===== src/rtl/param_stack.sv =====
// -----------------------------------------------------------------------------
// param_stack
//   Parameterised LIFO stack with combinational top-of-stack read and a
//   one-cycle write. A simultaneous push and pop replaces the top entry.
//   Pushing when full or popping when empty leaves the stack untouched and
//   raises overflow / underflow.
//
// Parameters
//   WIDTH  data bits per entry (default 8)
//   DEPTH  number of entries, any integer >= 2 (default 32)
//   CW     count width, $clog2(DEPTH+1) (local)
//
// Ports
//   clk        in   clock, rising edge
//   rst        in   asynchronous, active-high reset
//   push       in   write d_in onto the stack
//   pop        in   remove the top entry
//   d_in       in   push data [WIDTH-1:0]
//   err_clr    in   synchronous clear of the error flags
//                   (only with PARAM_STACK_STICKY_ERR_EN)
//   tos        out  current top-of-stack value, zero when empty
//   count      out  number of valid entries [CW-1:0]
//   full       out  count == DEPTH
//   empty      out  count == 0
//   overflow   out  push attempted while full
//   underflow  out  pop attempted while empty
//
// Configuration
//   PARAM_STACK_STICKY_ERR_EN  undefined (default): overflow/underflow are
//                              one-cycle pulses in the cycle after the
//                              offending edge.
//                              defined: the flags stay set until rst or
//                              err_clr; a new error in the clearing cycle
//                              wins over the clear.
// -----------------------------------------------------------------------------
module param_stack #(
    parameter  int WIDTH = 8,
    parameter  int DEPTH = 32,
    localparam int CW    = $clog2(DEPTH + 1)
) (
    input  logic             clk,
    input  logic             rst,
`ifdef PARAM_STACK_STICKY_ERR_EN
    input  logic             err_clr,
`endif
    input  logic             push,
    input  logic             pop,
    input  logic [WIDTH-1:0] d_in,
    output logic [WIDTH-1:0] tos,
    output logic [CW-1:0]    count,
    output logic             full,
    output logic             empty,
    output logic             overflow,
    output logic             underflow
);

    // Address width covers indices 0..DEPTH-1 only.
    localparam int AW = (DEPTH > 1) ? $clog2(DEPTH) : 1;

    typedef enum logic [2:0] {
        OP_IDLE,
        OP_PUSH,
        OP_POP,
        OP_REPL,
        OP_OVF,
        OP_UDF
    } op_e;

    logic [WIDTH-1:0] mem_q [DEPTH];
    logic [CW-1:0]    count_q, count_d;
    logic             ovf_q, ovf_d;
    logic             udf_q, udf_d;

    op_e              op;
    logic [AW-1:0]    top_idx;
    logic [AW-1:0]    wr_idx;
    logic             wr_en;
    logic             is_full;
    logic             is_empty;

    assign is_full  = (count_q == CW'(DEPTH));
    assign is_empty = (count_q == '0);

    // top_idx is only meaningful when the stack is non-empty; the read mux
    // below masks the wrapped value seen when count_q is zero.
    assign top_idx  = AW'(count_q - CW'(1));

    // Operation decode and next state.
    // NOTE: every signal assigned in this block gets a default first, so no
    // path leaves it unassigned and no latch is inferred.
    always_comb begin
        op      = OP_IDLE;
        count_d = count_q;
        wr_en   = 1'b0;
        wr_idx  = top_idx;

        unique case ({push, pop})
            2'b10:   op = is_full  ? OP_OVF  : OP_PUSH;
            2'b01:   op = is_empty ? OP_UDF  : OP_POP;
            // Push+pop on an empty stack degrades to a plain push.
            2'b11:   op = is_empty ? OP_PUSH : OP_REPL;
            default: op = OP_IDLE;
        endcase

        unique case (op)
            OP_PUSH: begin
                wr_en   = 1'b1;
                wr_idx  = AW'(count_q);
                count_d = count_q + CW'(1);
            end
            OP_POP: begin
                count_d = count_q - CW'(1);
            end
            OP_REPL: begin
                wr_en   = 1'b1;
                wr_idx  = top_idx;
            end
            default: ;
        endcase

`ifdef PARAM_STACK_STICKY_ERR_EN
        // A new error in the same cycle as err_clr keeps the flag set.
        ovf_d = (op == OP_OVF) | (ovf_q & ~err_clr);
        udf_d = (op == OP_UDF) | (udf_q & ~err_clr);
`else
        ovf_d = (op == OP_OVF);
        udf_d = (op == OP_UDF);
`endif
    end

    // NOTE: sequential state uses non-blocking assignments so every register
    // samples pre-edge values regardless of process ordering.
    always_ff @(posedge clk or posedge rst) begin
        if (rst) begin
            count_q <= '0;
            ovf_q   <= 1'b0;
            udf_q   <= 1'b0;
        end else begin
            count_q <= count_d;
            ovf_q   <= ovf_d;
            udf_q   <= udf_d;
        end
    end

    // NOTE: storage has no reset; stale entries are unreachable because the
    // read mux only exposes indices below count_q, which reset clears.
    // Writes are suppressed while rst is high so an in-flight push is aborted.
    always_ff @(posedge clk) begin
        if (wr_en && !rst) begin
            mem_q[wr_idx] <= d_in;
        end
    end

    assign tos       = is_empty ? '0 : mem_q[top_idx];
    assign count     = count_q;
    assign full      = is_full;
    assign empty     = is_empty;
    assign overflow  = ovf_q;
    assign underflow = udf_q;

endmodule

===== config.mk =====
export PLATFORM = sky130hd
export DESIGN_NAME = param_stack
export DESIGN_NICKNAME = d
export VERILOG_FILES = /design/src/rtl/param_stack.sv
export SDC_FILE = /design/constraint.sdc
export NUM_CORES = 1
export LEC_CHECK = 0
export ABC_AREA = 0
export BUFFER_PORTS_ARGS = -buffer_cell sky130_fd_sc_hd__buf_2
export CAP_MARGIN = 20
export CORE_MARGIN = 10
export CORE_UTILIZATION = 40
export CTS_CLUSTER_DIAMETER = 80
export DETAILED_ROUTE_END_ITERATION = 10
export GPL_ROUTABILITY_DRIVEN = 0
export GPL_TIMING_DRIVEN = 1
export PLACE_DENSITY_LB_ADDON = 0.08
export SYNTH_ARGS = -nofsm -noshare
export SYNTH_HDL_FRONTEND = slang
export SYNTH_SLANG_ARGS = --single-unit

===== constraint.sdc =====
create_clock -name clk -period 8.3 [get_ports clk]
set_clock_uncertainty 0.05 [all_clocks]
set_input_delay 0.415 -clock clk [delete_from_list [all_inputs] [get_ports clk]]
set_output_delay 0.415 -clock clk [all_outputs]
set_load 0.05 [all_outputs]

Word-level counts from Yosys, hierarchy flattened:

Memories as Yosys holds them, arrays and structs flattened.
Cells that the tools add are included.

* flip-flop bits (word level): 8
* RAM bits: 256
* input bits: 12
* output and inout bits: 18
* word-level logic and storage cells: 30
* memories kept: 1

Memories
* mem_q: words 32, bits a word 8, rd ports 1, clocked after memory_dff 0, wr ports 1, line 69 `logic [WIDTH-1:0] mem_q [DEPTH];`

* add/sub/neg operators: 2
* eq/ne operators: 9
* mux-type cells: 10
* reduce and logical (&&, ||, !) cells: 5

Operator list (number)
* one-hot mux 6 bit (2 select lines): 1
* one-hot mux 3 bit (3 select lines): 1
* 2-to-1 mux 8 bit: 1
* adder 6 x 1 -> 6 bit (second input constant): 1
* equality test 3 x 2 -> 1 bit (second input constant): 2
* equality test 3 bit (second input constant): 2
* equality test 6 bit (second input constant): 1
* logical NOT 6 bit: 1
* 2-to-1 mux 3 bit: 2
* subtractor 6 x 1 -> 6 bit (second input constant): 1
* 2-to-1 mux 5 bit: 1
* equality test 2 bit (second input constant): 2
* equality test 3 x 1 -> 1 bit (second input constant): 1
* 2-to-1 mux 1 bit: 3
* equality test 2 x 1 -> 1 bit (second input constant): 1
* 2-to-1 mux 2 bit: 1
* nonzero test 2 bit: 1
* OR reduction 2 bit: 1
* logical AND 1 bit: 1
* logical NOT 1 bit: 1

Depth between registers and ports, before layout:

Gate-level depths: netlist of the first run.

* depth in word-level cells: 9
* gate-level depth with buffers: 12
* depth with buffers taken out: 8

Worst setup path before layout of the first run:

Ideal clock, no wire load.

* kind: register -> output
* start: register count_q[0] (netlist: count[0])
* end: output tos[4]
* data arrival time: 3.439 ns
* required time: 7.835 ns
* slack: 4.396 ns
* cell stages (with the launch flop): 12
* buffers on the path: 5
* path through: dfrtp_1 clkbuf_1 inv_1 clkbuf_1 ha_1 clkbuf_1 buf_2 clkbuf_1 mux2_2 o22ai_1 nor3_1 or3_1

* longest elaborated chain between the ends: 3
* elaborated cells between the ends (all ways): 4
* those cells by class: 1 x add/sub; 1 x mux; 1 x reduce/logical; 1 x memory

Ends and longest elaborated chain
* start, declared: line 70 `logic [CW-1:0] count_q, count_d;`
* start signal, assigned: line 139 `count_q <= count_d;`
* subtractor 6 x 1 -> 6 bit
* memory (32 x 8 bit)
* 2-to-1 mux 8 bit (*): line 154 `assign tos = is_empty ? '0 : mem_q[top_idx];`
* end, declared: line 49 `output logic [WIDTH-1:0] tos,`

Every way passes the cells marked *; elsewhere a longest branch is shown, timed or not.

Worst setup path after layout of the first run:

* start: register count_q[0] (netlist: count[0])
* end: output tos[6]

Same word-level chain as after synthesis.

==> results of run 1 <==
placed cells by master, fill, tap and decap left out, types with 10 or more instances in the layout:
| cell | count |
|---|---|
| edfxtp_1 | 256 |
| mux2_2 | 96 |
| o22ai_1 | 49 |
| nor2_1 | 38 |
| mux2i_1 | 38 |
| nand3_1 | 36 |
| clkbuf_16 | 29 |
| buf_2 | 29 |
| nor3_1 | 20 |
| nand2_1 | 15 |
| or3_1 | 10 |
per-stage QoR:
step | setup slack, ns | hold WS (ns)
final | 2.21 | 0.215
after global routing | 1.81 | 0.225
after CTS | 2.13 | 0.188
after detailed placement | 2.71 | 0.341
after global placement | 2.72 | 0.330
after floorplan | 4.40 | 0.189
worst max-delay path, cell delays in order (launching register included):
cell and delay [ns]:
dfrtp_1 0.94, inv_1 0.57, ha_4 1.01, buf_4 0.87
mux2_2 0.41, o22ai_1 0.31, o32ai_1 0.14, or3_1 0.47
buf_2 0.25
Yosys cell counts, types with 2 or more instances:
master	n	area [µm²]
a21oi_1	5	25.0
buf_1	3	11.3
buf_2	8	40.0
buf_6	3	33.8
clkbuf_1	27	101
dfrtp_1	8	200
edfxtp_1	256	7690
ha_1	2	25.0
inv_1	4	15.0
mux2_2	96	1080
mux2i_1	38	380
nand2_1	15	56.3
nand2b_1	4	25.0
nand3_1	36	180
nand3_2	6	60.1
nand4_1	8	50.1
nor2_1	38	143
nor2b_1	2	12.5
nor3_1	20	100
nor3b_1	3	22.5
o21a_2	2	17.5
o21ai_0	4	20.0
o21ai_1	2	10.0
o21ai_2	4	35.0
o21ai_4	2	32.5
o22ai_1	49	307
o32ai_1	8	70.1
or2_2	2	12.5
or3_1	10	62.6
xnor2_1	4	35.0
cell families (layout without fill, tap and decap cells):
kind of cell	Yosys count	after routing	synth area share
compound gates	86	86	0.0538
xor+xnor	7	7	0.00889
fa+ha+maj	2	2	0.00225
buf+inv	47	88	0.0191
flops	264	264	0.709
mux	135	135	0.133
simple gates	154	154	0.0731
final cells by class:
type / count / area, µm² / area share
Sequential cell: 264 / 7890 / 0.629
Multi-Input combinational cell: 384 / 3030 / 0.242
Clock buffer: 37 / 756 / 0.0602
Tap cell: 372 / 465 / 0.0371
Timing Repair Buffer: 33 / 198 / 0.0158
Clock inverter: 13 / 186 / 0.0149
Inverter: 5 / 18.8 / 0.00150
routing by layer:
layer / vias to the layer above / part of all wire / routed length, µm
met3: 55 / 0.061 / 1650
met1: 3113 / 0.42 / 11500
met5: - / 0 / 0
li1: 2788 / - / -
met4: 0 / 0.032 / 872
met2: 208 / 0.48 / 13100
flip-flops by register name, summed over array words and instances, names as in the netlist:
| signal | count |
|---|---|
| underflow | 1 |
| mem_q | 256 |
| count | 6 |
| overflow | 1 |
path summary, 6_finish.rpt:
check / cells past startpoint / endpoint / slack [ns]
worst min register to register: 1 / count[5]$_DFFE_PP0P_ / 0.64
worst max-delay path: 8 / tos[6] / 2.21
worst min-delay path: 2 / count[1]$_DFFE_PP0P_ / 0.22
max in group asynchronous: 3 / count[2]$_DFFE_PP0P_ / 7.61
worst max register to register: 7 / mem_q[24][2]$_DFFE_PP_ / 3.04
min in group asynchronous: 3 / count[3]$_DFFE_PP0P_ / 0.33
power by group:
part	internal (W)	total [W]	switching (W)
sequential	0.00153	0.00162	0.0000851
clock	0.000790	0.00127	0.000484
combinational	0.000877	0.00249	0.00161
total	0.00320	0.00538	0.00218
==> summary.txt, run 1 <==
Timing
  • Unrepaired setup endpoints after global routing: no
  • Final min period: just over 6 ns
  • Worst Max-Slew Pin Slew: 1.13 ns
  • Slew HR: 0.247
  • Fin. max-slew vios: 0
  • Fin crit share: 0.734
  • Fin. Hold Viols: 0
  • Fmax: 0.164 GHz
  • Final setup TNS: 0 ns
  • Final setup violation count: 0

Route
  • Drt first pass iters: 5
  • Drt wl/cell: 24.4 µm
  • Final ANT Viol Nets: 0
  • Post-Route WL: 27100 µm
  • DRC viols: 0
  • Via count: around 6k
  • DRT iter0 DRCs: 568
  • Vias per cell: 5.56

Floorplan
  • Core Box Area: roughly 27000 µm²
  • Height of the die: 187 µm
  • Die area: 34900 µm²
  • Initial core utilization: 0.409
  • Placement Rows: 60
  • # IOs: 30
  • Overall die width: 187 µm

Finish
  • Antenna diode count: 0
  • Design area: 12500 µm²
  • Fin nets: 730
  • P&R area growth vs syn: 12.8%
  • Final std cells w/o fill: around 1.1k
  • Fin util: 0.462
  • Fillers: between 2k and 2.5k
  • Layout cells sized above 1: 0.261

Power
  • PD cells: 429 nW/µm²
  • Total power: 0.00538 W
  • VDD IR max: about 0.00029 V
  • Leakage power: 4.07 nW

Logic synthesis
  • Synth cell types: 56
  • Yosys warns: 0
  • Seq cells post-synth: approximately 260
  • Post-synth EDFFs: 256
  • Seq/Total Area, Yosys: 0.709
  • Ys async rst share: 0.0303
  • Mapped Area: 11100 µm²
  • Synth Flop Type: edfxtp_1
  • Mapped Cells: 695
  • Avg Cell Area, Syn: 16.0 µm²
  • Syn Nets: between 700 and 800

GRT
  • Largest net degree at the start of global routing: 75
  • Global routing usage on met3: 0.0244
  • Met2 Track Usage GR: 0.250
  • GRT met1 Usage: 0.204
  • Vias in the first global route: a little over 6k
  • All-layer global routing usage: 0.153
  • Antenna violations before repair: 1
  • Gr ovfl total: 0
  • First-pass GRT wire length: 41000 µm
  • Global route hottest layer: met2

CTS
  • # resized after CTS: 0
  • Post-CTS Setup Repair Bufs: 0
  • Clock tree buffer depth: 3
  • Hold_buf cts: 1
  • CTS Buf Count: 28
  • Clk_lat worst skew: ~0.53 ns
  • Root Driver: clkbuf_16
  • H-tree level count: 1
  • Clock sink total: 264
  • CTS tree: done
  • Reg clk slew, reported paths: ~0.06 ns

Job
  • # Max-Cap Violations: 0

Worst hold path
  • Hold WC Path Type: primary input to register
  • Hold_sp: pop

Placement
  • Hpwl dp: around 17000 µm
  • IO Port Bufs: 29
  • Post-DP Area: 11600 µm²
  • Placed cell count: 1056

Critical path
  • CP startpoint kind: register
  • Critical Path RT: between 7 and 8 ns
  • Arrival @ worst endpoint: 5.62 ns
  • Worst setup startpoint: count[0]$_DFFE_PP0P_
  • Reg2reg start: count[0]$_DFFE_PP0P_
  • Crit path max fanout: 74
  • Setup CP Type: register to output port
  • Critical Path End Type: output port

Run status
  • Status: finished, final reports clean
Power figures use the tool's default switching activity.
==> run 2, diff against run 1 <==
Clock period 8.3 ns to 5.9 ns, I/O delays scaled along.
==> summary.txt, run 2 (synthesis gave the netlist of run 1 again) <==
Power
  • Sequential fraction of design power: 0.297
  • Comb power frac: 0.466
  • Net Sw Frac: 0.410
  • Leakage power: between 4 and 5 nW
  • NetSw: 0.00309 W
  • Clk pwr share: 0.237
  • VDD IR max: 0.000446 V
  • PD cells: 602 nW/µm²
  • Pint: about 0.0045 W

GRT
  • Largest net degree at the start of global routing: just under 100
  • Gr ovfl total: 0
  • Antenna violations before repair: 0
  • First-pass GRT wire length: between 40000 and 50000 µm
  • All-layer global routing usage: 0.156
  • Vias in the first global route: 6399

Finish
  • Multi-input logic area: slightly above 3000 µm²
  • Flip-flop and latch area: 7890 µm²
  • Fin nets: about 730
  • Layout cells sized above 1: 0.266
  • Largest register FFs: 256
  • Final std cells w/o fill: 1110
  • Most flop-heavy register: mem_q
  • Commonest non-fill, non-tap cell in the layout: edfxtp_1
  • Fillers: 2441
  • P&R area growth vs syn: 12.8%
  • Most frequent cells in the layout: edfxtp_1, mux2_2, o22ai_1

Timing
  • Final setup TNS: 0 ns
  • Worst Max-Slew Pin Slew: 1.02 ns
  • Unrepaired setup endpoints after global routing: no
  • Final min period: 4.72 ns
  • Final setup violation count: 0
  • Fin. max-slew vios: 0
  • Fin. Hold Viols: 0
  • Slew HR: 0.319
  • Fmax: about 0.21 GHz
  • Fin crit share: 0.801

Critical path
  • Cells along the critical path: inv_1 -> ha_4 -> xnor2_4 -> nand2_1 -> o22ai_1 -> o32ai_1 -> or3_1 -> buf_2
  • Arrival @ worst endpoint: roughly 4.4 ns
  • CP startpoint kind: register
  • Setup CP Type: register to output port
  • Slowest-stage cell, CP: o22ai_1
  • Critical Path RT: 5.56 ns
  • CP peak stage delay: approximately 0.75 ns
  • Crit path max fanout: 24
  • Critical Path End Type: output port

CTS
  • Reg clk slew, reported paths: 0.06 ns
  • # resized after CTS: 0
  • CTS Buf Count: 28
  • Clk_lat worst skew: 0.55 ns
  • Root Driver: clkbuf_16
  • CTS tree: done
  • H-tree level count: 1
  • Post-CTS Setup Repair Bufs: 0
  • Clock tree buffer depth: 3
  • Clock sink total: 264

Floorplan
  • # IOs: 30
  • Core Box Area: between 20000 and 30000 µm²
  • Initial core utilization: 0.409
  • Height of the die: 187 µm
  • Placement Rows: 60
  • Die area: 34900 µm²
  • Overall die width: around 190 µm

Route
  • DRT iter0 DRCs: 558
  • Final ANT Viol Nets: 0
  • DRC viols: 0
  • Post-Route WL: roughly 28000 µm
  • Drt first pass iters: 5
  • Via count: 6143
  • Vias per cell: 5.53
  • Drt wl/cell: 25.1 µm

Placement
  • IO Port Bufs: 29
  • Hpwl dp: between 15000 and 20000 µm
  • Placed cell count: 1056

Job
  • # Max-Cap Violations: 0

Worst hold path
  • Hold WC Path Type: primary input to register

Run status
  • Status: finished, final reports clean
## run 2: cell types whose count changed in the layout (fill, tap and decap cells not counted), sizes merged
cell	previous run	this run
clkbuf	37	40
bufinv	5	3
buf	32	31
clkinv	8	7
clkinvlp	0	1
diode	0	1
inv	5	6
## run 2: layout make-up
| type | instances | area share |
|---|---|---|
| flip-flops and latches | 264 | 0.629 |
| multi-input cells | 384 | 0.242 |
| clock buffers | 40 | 0.0651 |
| well taps | 372 | 0.0371 |
| repair buffers | 32 | 0.0146 |
| clock inverters | 12 | 0.0111 |
| inverters | 5 | 0.00150 |
| diodes | 1 | 0.000199 |
## run 2: power groups by stage
| stage | registers, W | clock network [W] | logic (W) |
|---|---|---|---|
| 2_1_floorplan | 0.00230 | 0 | 0.00251 |
| 4_1_cts | 0.00224 | 0.00182 | 0.00354 |
| 3_5_place_dp | 0.00228 | 0 | 0.00352 |
| 6_report | 0.00224 | 0.00179 | 0.00352 |
| 5_1_grt | 0.00226 | 0.00191 | 0.00372 |
| 3_3_place_gp | 0.00228 | 0 | 0.00351 |
## run 2: final timing paths
kind	cells past startpoint	slack [ns]	from	to
worst max-delay path	8	1.18	count[0]$_DFFE_PP0P_	tos[0]
worst min-delay path	2	0.11	pop	count[1]$_DFFE_PP0P_
worst max register to register	7	1.71	count[0]$_DFFE_PP0P_	mem_q[19][3]$_DFFE_PP_
worst min register to register	1	0.64	count[5]$_DFFE_PP0P_	count[5]$_DFFE_PP0P_
max in group asynchronous	3	5.28	rst	count[0]$_DFFE_PP0P_
min in group asynchronous	3	0.23	rst	count[3]$_DFFE_PP0P_
## run 2: worst max-delay path, delay by kind of cell, from the launching register on
| family | cells | cell delay [ns] |
|---|---|---|
| AND/OR/NAND/NOR | 2 | 1.14 |
| AO/OA/AOI/OAI | 2 | 0.93 |
| buffers and inverters | 2 | 0.75 |
| flip-flops | 1 | 0.38 |
| adder cells (fa/ha/maj) | 1 | 0.34 |
| XOR/XNOR | 1 | 0.26 |
## run 2: what timing repair did
action	in CTS	in global routing
endpoints found under the hold margin	8	0
endpoints found under the setup margin	0	0
hold buffers	1	0
## run 2: stage by stage
step	total power, W	hold WS [ns]	util	area [µm²]	worst slack, ns
after CTS	0.00760	0.0797	0.462	12500	1.16
after detailed placement	0.00581	0.234	0.426	11600	1.70
after floorplan	0.00481	0.0689	-	11100	2.11
after global routing	0.00788	0.130	0.462	12500	0.879
after global placement	0.00579	0.233	0.426	11600	1.77
final	0.00755	0.108	0.462	12500	1.18
## run 2: layer usage
| metal | global-route usage | share of wire | up-vias |
|---|---|---|---|
| met5 | 0 | 0 | - |
| met4 | 0.0580 | 0.037 | 0 |
| met3 | 0.0259 | 0.045 | 56 |
| met2 | 0.257 | 0.48 | 156 |
| met1 | 0.202 | 0.44 | 3146 |
| li1 | - | - | 2785 |
==> run 3, diff against run 2 <==
Clock period 5.9 ns to 4.5 ns, I/O delays scaled along.
==> summary.txt, run 3 (synthesis gave the netlist of run 1 again) <==
Run status
  • Status: finished, final reports clean

Timing
  • Worst Max-Slew Pin Slew: 0.991 ns
  • Final min period: about 4.3 ns
  • Unrepaired setup endpoints after global routing: no
  • Final setup TNS: 0 ns
  • Fin. Hold Viols: 0
  • Slew HR: 0.336
  • Final setup violation count: 0
  • Fin crit share: 0.947
  • Fin. max-slew vios: 0
  • Fmax: 0.235 GHz

Power
  • VDD IR max: 0.000533 V
  • Leakage power: 4.11 nW
  • PD cells: 787 nW/µm²

Route
  • DRC viols: 0
  • Final ANT Viol Nets: 0
  • Via count: 6095
  • DRT iter0 DRCs: 470
  • Vias per cell: 5.44
  • Post-Route WL: between 20000 and 30000 µm
  • Drt first pass iters: 4
  • Drt wl/cell: around 24 µm

Finish
  • Fin nets: 739
  • P&R area growth vs syn: 13.5%
  • Largest register FFs: around 260
  • Design area: between 10000 and 15000 µm²
  • Most frequent cells in the layout: edfxtp_1, mux2_2, o22ai_1
  • Fillers: 2403
  • Commonest non-fill, non-tap cell in the layout: edfxtp_1
  • Most flop-heavy register: mem_q
  • Antenna diode count: 0
  • Layout cells sized above 1: 0.266

CTS
  • Hold_buf cts: 2
  • Reg clk slew, reported paths: 0.05 ns
  • H-tree level count: 1
  • CTS tree: done
  • Clk_lat worst skew: 0.53 ns
  • Post-CTS Setup Repair Bufs: 0
  • Clock sink total: 264
  • CTS Buf Count: 30
  • # resized after CTS: 0
  • Root Driver: clkbuf_16
  • Clock tree buffer depth: 3

Floorplan
  • Height of the die: approximately 190 µm
  • # IOs: 30
  • Overall die width: 187 µm
  • Initial core utilization: 0.409
  • Placement Rows: 60
  • Core Box Area: 27200 µm²
  • Die area: 34900 µm²

Worst hold path
  • Hold path endpoint: count[4]$_DFFE_PP0P_
  • Hold WC Path Type: primary input to register
  • Hold_sp: push
  • Worst hold stages: 3

Critical path
  • CP startpoint kind: register
  • Critical Path RT: roughly 4.2 ns
  • Reg2reg start: count[1]$_DFFE_PP0P_
  • Setup CP Type: register to output port
  • Critical Path End Type: output port
  • Worst R2R Path Depth: 7
  • Arrival @ worst endpoint: 3.98 ns
  • Crit path max fanout: 18
  • Reg2reg end: mem_q[2][3]$_DFFE_PP_
  • R2R setup slack: 0.71 ns

Placement
  • Hpwl dp: 16900 µm
  • Post-DP Area: around 12000 µm²
  • IO Port Bufs: 29

GRT
  • Largest net degree at the start of global routing: between 60 and 70
  • First-pass GRT wire length: around 41000 µm
  • Vias in the first global route: around 6.3k
  • All-layer global routing usage: 0.150
  • Gr ovfl total: 0
  • Antenna violations before repair: 0

Job
  • # Max-Cap Violations: 0
-- run 3: worst max path at each step --
stage / start / endpoint / depth (start not counted)
floorplan: count[0]$_DFFE_PP0P_ / mem_q[2][0]$_DFFE_PP_ / 12
global placement: count[1]$_DFFE_PP0P_ / mem_q[2][4]$_DFFE_PP_ / 7
detailed placement: count[1]$_DFFE_PP0P_ / mem_q[2][4]$_DFFE_PP_ / 7
CTS: count[1]$_DFFE_PP0P_ / tos[2] / 9
global route: count[1]$_DFFE_PP0P_ / tos[4] / 9
finish: count[1]$_DFFE_PP0P_ / tos[2] / 9
-- run 3: layout make-up --
cell class	instances	area (µm²)	area share
repair buffers	40	258	0.0204
clock buffers	40	810	0.0641
well taps	372	465	0.0369
flip-flops and latches	264	7890	0.625
multi-input cells	384	3030	0.240
inverters	5	18.8	0.00149
clock inverters	16	154	0.0122
-- run 3: routing by layer --
metal,wire (µm),track usage
met1,12400,0.207
met2,12700,0.239
met3,1110,0.0236
met4,672,0.0419
met5,0,0
-- run 3: worst max-delay path: stages, from the launching register on --
cell and delay, ns:
dfrtp_1 0.50, inv_1 0.17, ha_4 0.25, xnor2_4 0.45, nand2_1 0.57, buf_4 0.38, o22ai_1 0.29, o32ai_1 0.18
or3_1 0.41, buf_2 0.22
-- run 3: through the flow --
step | worst slack [ns] | utilization | std cells | total power (W) | hold slack (ns)
floorplan | 0.712 | - | 695 | 0.00631 | -0.00115
global placement | 0.814 | 0.428 | 1063 | 0.00765 | 0.151
detailed placement | 0.725 | 0.428 | 1063 | 0.00766 | 0.157
CTS | 0.219 | 0.465 | 1121 | 0.0100 | 0.0640
global route | 0.0435 | 0.465 | 1121 | 0.0104 | 0.101
finish | 0.240 | 0.465 | 1121 | 0.00994 | 0.0870
-- run 3: report_power, final --
group          total, W  internal (W)  switching, W
Clock           0.00235       0.00143      0.000923
Combinational   0.00468       0.00166       0.00302
Sequential      0.00291       0.00283     0.0000795
Total           0.00994       0.00591       0.00402
